--- config.mk ---
export PLATFORM = sky130hd
export DESIGN_NAME = micro_seq
export DESIGN_NICKNAME = d
export VERILOG_FILES = /design/src/rtl/micro_seq.sv
export SDC_FILE = /design/constraint.sdc
export NUM_CORES = 1
export LEC_CHECK = 0
export BUFFER_PORTS_ARGS = -buffer_cell sky130_fd_sc_hd__buf_2
export CELL_PAD_IN_SITES_DETAIL_PLACEMENT = 1
export CELL_PAD_IN_SITES_GLOBAL_PLACEMENT = 1
export CORE_ASPECT_RATIO = 0.8
export CORE_UTILIZATION = 32
export DETAILED_ROUTE_END_ITERATION = 7
export PLACE_DENSITY_LB_ADDON = 0.1
export SYNTH_ARGS = -nofsm -noshare
export SYNTH_HDL_FRONTEND = slang
export SYNTH_SLANG_ARGS = --single-unit
--- constraint.sdc ---
create_clock -name clk -period 1.55 [get_ports clk]
set_input_delay 0.155 -clock clk [delete_from_list [all_inputs] [get_ports clk]]
set_output_delay 0.155 -clock clk [all_outputs]
set_load 0.005 [all_outputs]
--- src/rtl/micro_seq.sv ---
// micro_seq: fetch/execute micro-sequencer paced by a one-hot four-beat timing generator.
// Define PHASE_CHECK_EN to build the sticky beat-sequence checker that freezes the FSM on error.
module micro_seq (
  input  logic       clk,
  input  logic       rst,
  input  logic [3:0] slow,
  input  logic       quick,
  input  logic       start,
  input  logic [2:0] ir_op,
  output logic       mem_rd,
  output logic       mem_wr,
  output logic       ir_load,
  output logic       pc_inc,
  output logic       pc_load,
  output logic       alu_add,
  output logic       acc_load,
  output logic       busy,
  output logic       halted,
  output logic [7:0] instr_cnt,
  output logic       phase_err
);

  // state | meaning
  // IDLE  | waiting for start at a W2 frame end
  // FETCH | W1 frame: read, latch opcode, bump PC
  // EXEC  | W2 frame: opcode-specific strobes, retires instruction
  // HALT  | parked after HLT until reset
  typedef enum logic [1:0] {ST_IDLE, ST_FETCH, ST_EXEC, ST_HALT} state_t;

  localparam logic [3:0] T1 = 4'b1000;
  localparam logic [3:0] T2 = 4'b0100;
  localparam logic [3:0] T3 = 4'b0010;
  localparam logic [3:0] T4 = 4'b0001;

  localparam logic [2:0] OP_LOAD  = 3'b001;
  localparam logic [2:0] OP_STORE = 3'b010;
  localparam logic [2:0] OP_ADD   = 3'b011;
  localparam logic [2:0] OP_JMP   = 3'b100;
  localparam logic [2:0] OP_HLT   = 3'b111;

  state_t     state, state_nxt;
  logic [2:0] op_q;
  logic       retire;
  logic       freeze;
  logic       frame_end;
  logic       w1_end;

  assign frame_end = (slow == T4) && !quick;
  assign w1_end    = (slow == T4) && quick;

`ifdef PHASE_CHECK_EN
  logic [3:0] slow_prev;
  logic       quick_prev;
  logic       prev_valid;
  logic       beat_bad;

  always_comb begin
    beat_bad = 1'b0;
    if ((slow == 4'b0000) || ((slow & (slow - 4'd1)) != 4'b0000)) begin
      beat_bad = 1'b1;
    end else if (prev_valid) begin
      if (slow != {slow_prev[0], slow_prev[3:1]}) beat_bad = 1'b1;
      // quick may only flip on the T4->T1 frame boundary
      if ((quick != quick_prev) && !((slow_prev == T4) && (slow == T1))) beat_bad = 1'b1;
    end
  end

  always_ff @(posedge clk) begin
    if (!rst) begin
      phase_err  <= 1'b0;
      prev_valid <= 1'b0;
      slow_prev  <= 4'b0000;
      quick_prev <= 1'b0;
    end else begin
      prev_valid <= 1'b1;
      slow_prev  <= slow;
      quick_prev <= quick;
      if (beat_bad) phase_err <= 1'b1;
    end
  end

  assign freeze = phase_err;
`else
  assign phase_err = 1'b0;
  assign freeze    = 1'b0;
`endif

  always_ff @(posedge clk) begin
    if (!rst) begin
      state     <= ST_IDLE;
      op_q      <= 3'b000;
      instr_cnt <= 8'd0;
    end else if (!freeze) begin
      state <= state_nxt;
      if (ir_load) op_q <= ir_op;
      if (retire) instr_cnt <= instr_cnt + 8'd1;
    end
  end

  always_comb begin
    state_nxt = state;
    retire    = 1'b0;
    case (state)
      ST_IDLE:  if (frame_end && start) state_nxt = ST_FETCH;
      ST_FETCH: if (w1_end) state_nxt = ST_EXEC;
      ST_EXEC: begin
        if (frame_end) begin
          retire = 1'b1;
          if (op_q == OP_HLT)  state_nxt = ST_HALT;
          else if (start)      state_nxt = ST_FETCH;
          else                 state_nxt = ST_IDLE;
        end
      end
      default: state_nxt = state;
    endcase
  end

  always_comb begin
    mem_rd   = 1'b0;
    mem_wr   = 1'b0;
    ir_load  = 1'b0;
    pc_inc   = 1'b0;
    pc_load  = 1'b0;
    alu_add  = 1'b0;
    acc_load = 1'b0;
    busy     = rst && ((state == ST_FETCH) || (state == ST_EXEC));
    halted   = rst && (state == ST_HALT);
    if (rst && !freeze) begin
      case (state)
        ST_FETCH: begin
          if (quick) begin
            mem_rd  = (slow == T1);
            ir_load = (slow == T2);
            pc_inc  = (slow == T3);
          end
        end
        ST_EXEC: begin
          if (!quick) begin
            case (op_q)
              OP_LOAD: begin
                mem_rd   = (slow == T1);
                acc_load = (slow == T2);
              end
              OP_STORE: mem_wr = (slow == T2);
              OP_ADD: begin
                mem_rd   = (slow == T1);
                alu_add  = (slow == T2);
                acc_load = (slow == T3);
              end
              OP_JMP:  pc_load = (slow == T2);
              default: ;
            endcase
          end
        end
        default: ;
      endcase
    end
  end

endmodule

==> results.tsv <==
stage	metric	value	unit
run_status	status	finished, violations left	
run_status	failing checks	setup timing	
setup_path	Arr. time, crit path	1.55	ns
synthesis	Yosys top cell area share	0.2971	
synthesis	most area-hungry cell type in the Yosys netlist	dfxtp_1	
synthesis	register bit total from synthesis	13	
timing	Tmin final	1.706	ns
synthesis	post-synthesis average cell area	8.263	sq um
worst_hold_path	worst hold start	ir_op[0]	
timing	final setup margin	-0.1561	ns
floorplan	die height	48.80	um
place	Port Buffer Count	27	
cts	clk_lat worst skew	0.27	ns
final_layout	net count reported at finish	168	
timing	endpoints failing hold	0	
routing	drt initial violations	30	
floorplan	core area	2522	sq um
pwr	Pint	0.4633	mW
pwr	Lkg Pwr	0.5770	nW
global_routing	Overall Global Routing Usage	0.1755	
worst_hold_path	Hold Path Sink	op_q[0]	
final_layout	Diodes inserted	0	
setup_path	critical path depth	6	
synthesis	Ys Warns	0	
setup_path	Worst R2R Setup Slack	0.01	ns
place	Setup WS pre-CTS	-0.01098	ns
synthesis	Seq/Total Area, Yosys	0.2971	
timing	RSZ-0062 raised after global routing	yes	
final_layout	most common cell after layout, fill and taps aside	buf_2	
timing	Final period util	1.101	
setup_path	crit path launch type	register	
synthesis	Mapped Nets	122	
synthesis	Cell variety after synth	34	
routing	Routed WL	2593	um
cts	CTS sink cnt	13	
cts	Longest Clk Path Bufs	2	
flow_run	max-cap violations	0	
pwr	Clock Power Share	0.349	
cts	clk root buf	clkbuf_4	
setup_path	critical path type	register to output port	
pwr	overall power	0.6207	mW
place	DP Wirelength	1738	um
final_layout	Final Util	0.5263	
global_routing	vias in the first global route	829	
pwr	Switching Share	0.2536	
setup_path	slowest stage delay, CP	0.38	ns
pwr	power per cell area	467.6	nW/um^2
synthesis	synthesized instance count	106	
synthesis	ranking of synthesized cells by area	dfxtp_1 30%, nand2_1 7.3%, ha_1 7.1%	
setup_path	Reg2Reg Depth	6	
setup_path	crit path cell chain	ha_4 -> nor3b_4 -> nand2b_1 -> nor3_2 -> and3_1 -> buf_2	
floorplan	Initial Utilization	0.3472	
setup_path	Reg-to-Reg End	state[0]	
floorplan	Die Area	2952	sq um
setup_path	r2r startpoint	state[1]	
final_layout	area grow syn2layout	51.57	%
pwr	Gate power share	0.112	
cts	Clk pin slew, worst setup/hold paths	0.08	ns
global_routing	first-pass GRT wire length	3815	um
setup_path	Crit-path slowest cell	dfxtp_2	
synthesis	Syn Std Cell Area	875.8	sq um
pwr	Seq pwr share	0.539	
final_layout	filler cell count	323	
routing	drt wl/cell	13.87	um
pwr	Max IR drop VDD	372.1	uV
place	dpl cell area	1100	sq um
place	routability cong.	0.7396	
setup_path	cell family with most CP delay	simple AND/OR/NAND/NOR gates	
setup_path	crit path max fanout	3	
timing	final hold slack	0.07671	ns
global_routing	largest net degree at the start of global routing	18	
cts	CTS buffer count	3	
cts	CTS tree	built	
worst_hold_path	Worst Hold Class	input port to register	
setup_path	crit end category	output port	
timing	final setup vio count	6	
setup_path	Critical Path RT	1.39	ns
worst_hold_path	worst hold path depth	3	
timing	Slew Viols, Final	0	
setup_path	Worst Path Buf+Inv	1	
final_layout	commonest non-fill, non-tap cells in the layout	25 x buf_2, 16 x nand2_1, 15 x buf_4, 11 x dfxtp_1, 8 x nand2b_1	
final_layout	share of layout cells above drive strength 1	0.4503	
floorplan	I/O pin total	29	
cts	htree depth	1	
floorplan	die span in x	60.49	um
routing	vias after detailed routing	896	
timing	Achievable Freq	586.1	MHz
global_routing	initial antenna violation count	0	
pwr	NetSw	0.1574	mW
routing	Avg Vias per Cell	4.791	
routing	DRT Pass-1 Iters	4	
routing	antenna-violating nets left	0	
timing	Post-Route Skew	0.0004815	ns
floorplan	Site Rows	16	
final_layout	Design Area, Final	1328	sq um
routing	DRC	0	
global_routing	grt ovf	0	
metal layers:
layer | share of wire | GRT usage | wire (um)
met1 | 0.51 | 0.2426 | 1323
met2 | 0.44 | 0.2656 | 1146
met3 | 0.040 | 0.05040 | 104
met4 | 0.0077 | 0.04545 | 20
met5 | 0 | 0 | 0
flip-flops by register name, indices dropped and copies added (netlist names):
register	count
state	2
op_q	3
instr_cnt	8
synth_stat cells:
| master | n |
|---|---|
| nand2_1 | 17 |
| clkbuf_1 | 1 |
| nor4_1 | 4 |
| inv_1 | 3 |
| o31a_1 | 1 |
| a32oi_1 | 1 |
| o21a_1 | 1 |
| nand3_1 | 4 |
| nand2_2 | 1 |
| o21ai_1 | 3 |
| a21boi_1 | 1 |
| a21oi_1 | 1 |
| nand3b_1 | 2 |
| and4_1 | 1 |
| nor3_1 | 3 |
| nor3b_4 | 1 |
| o21ai_0 | 1 |
| conb_1 | 1 |
| a41o_1 | 1 |
| and2_1 | 8 |
| buf_4 | 1 |
| mux2_1 | 1 |
| dfxtp_1 | 13 |
| and3_1 | 3 |
| o22ai_1 | 1 |
| nor2_1 | 4 |
| nor4_4 | 1 |
| and3b_1 | 1 |
| nand2b_1 | 8 |
| nand4_1 | 3 |
| nor3b_2 | 1 |
| mux2i_1 | 3 |
| xnor2_1 | 5 |
| ha_1 | 5 |
tightest hold or removal path: cells and delay by family:
kind | cells | cell delay, ns
AOI/OAI and AO/OA | 1 | 0.05
and+or+nand+nor | 1 | 0.04
buffers and inverters | 1 | 0.07
kinds of logic after synthesis:
kind of cell	after synthesis	synth area share
AO/OA/AOI/OAI	11	0.08428
XOR/XNOR	5	0.05000
adder cells (fa/ha/maj)	5	0.07143
buffers and inverters	5	0.02571
flip-flops	13	0.2971
multiplexers	4	0.04714
other	1	0.004282
AND/OR/NAND/NOR	62	0.4200
final cells by class:
cell class                 count  area (sq um)  area share
clock buffer                   4         26.28     0.01979
inverter                       3         11.26    0.008483
multi-input combinational     88         710.7      0.5353
sequential                    13         262.8      0.1979
tap                           36         45.04     0.03393
timing repair buffer          43         271.5      0.2045
power groups by stage:
stage                     clock, mW  combinational [mW]  sequential, mW
final                         0.217              0.0695           0.335
after global placement            0              0.0576           0.342
after global routing          0.252              0.0759           0.335
after CTS                     0.227              0.0630           0.335
after detailed placement          0              0.0577           0.343
after floorplan                   0              0.0266           0.342
how the worst max path moves through the flow:
stage | slack [ns] | end | from
floorplan | 0.01 | instr_cnt[7] | state[0]
global placement | 0.03 | ir_load | state[1]
detailed placement | -0.01 | instr_cnt[7] | state[0]
CTS | -0.19 | alu_add | state[0]
global route | -0.28 | alu_add | state[0]
finish | -0.16 | alu_add | state[1]
repair_timing:
action / 4_1_cts / 5_1_grt
setup endpoints to repair: 10 / 15
gates resized for setup: 9 / 19
pin swaps: 6 / 6
buffers inserted: 7 / 5
hold buffers: 0 / 0
metrics by stage:
stage	instances	TNS [ns]
after CTS	185	-0.9681
after detailed placement	174	-0.01098
after global placement	174	0
final	187	-0.6099
after floorplan	106	0
after global routing	187	-1.455
Note: power is estimated with default switching activity, not from simulation.
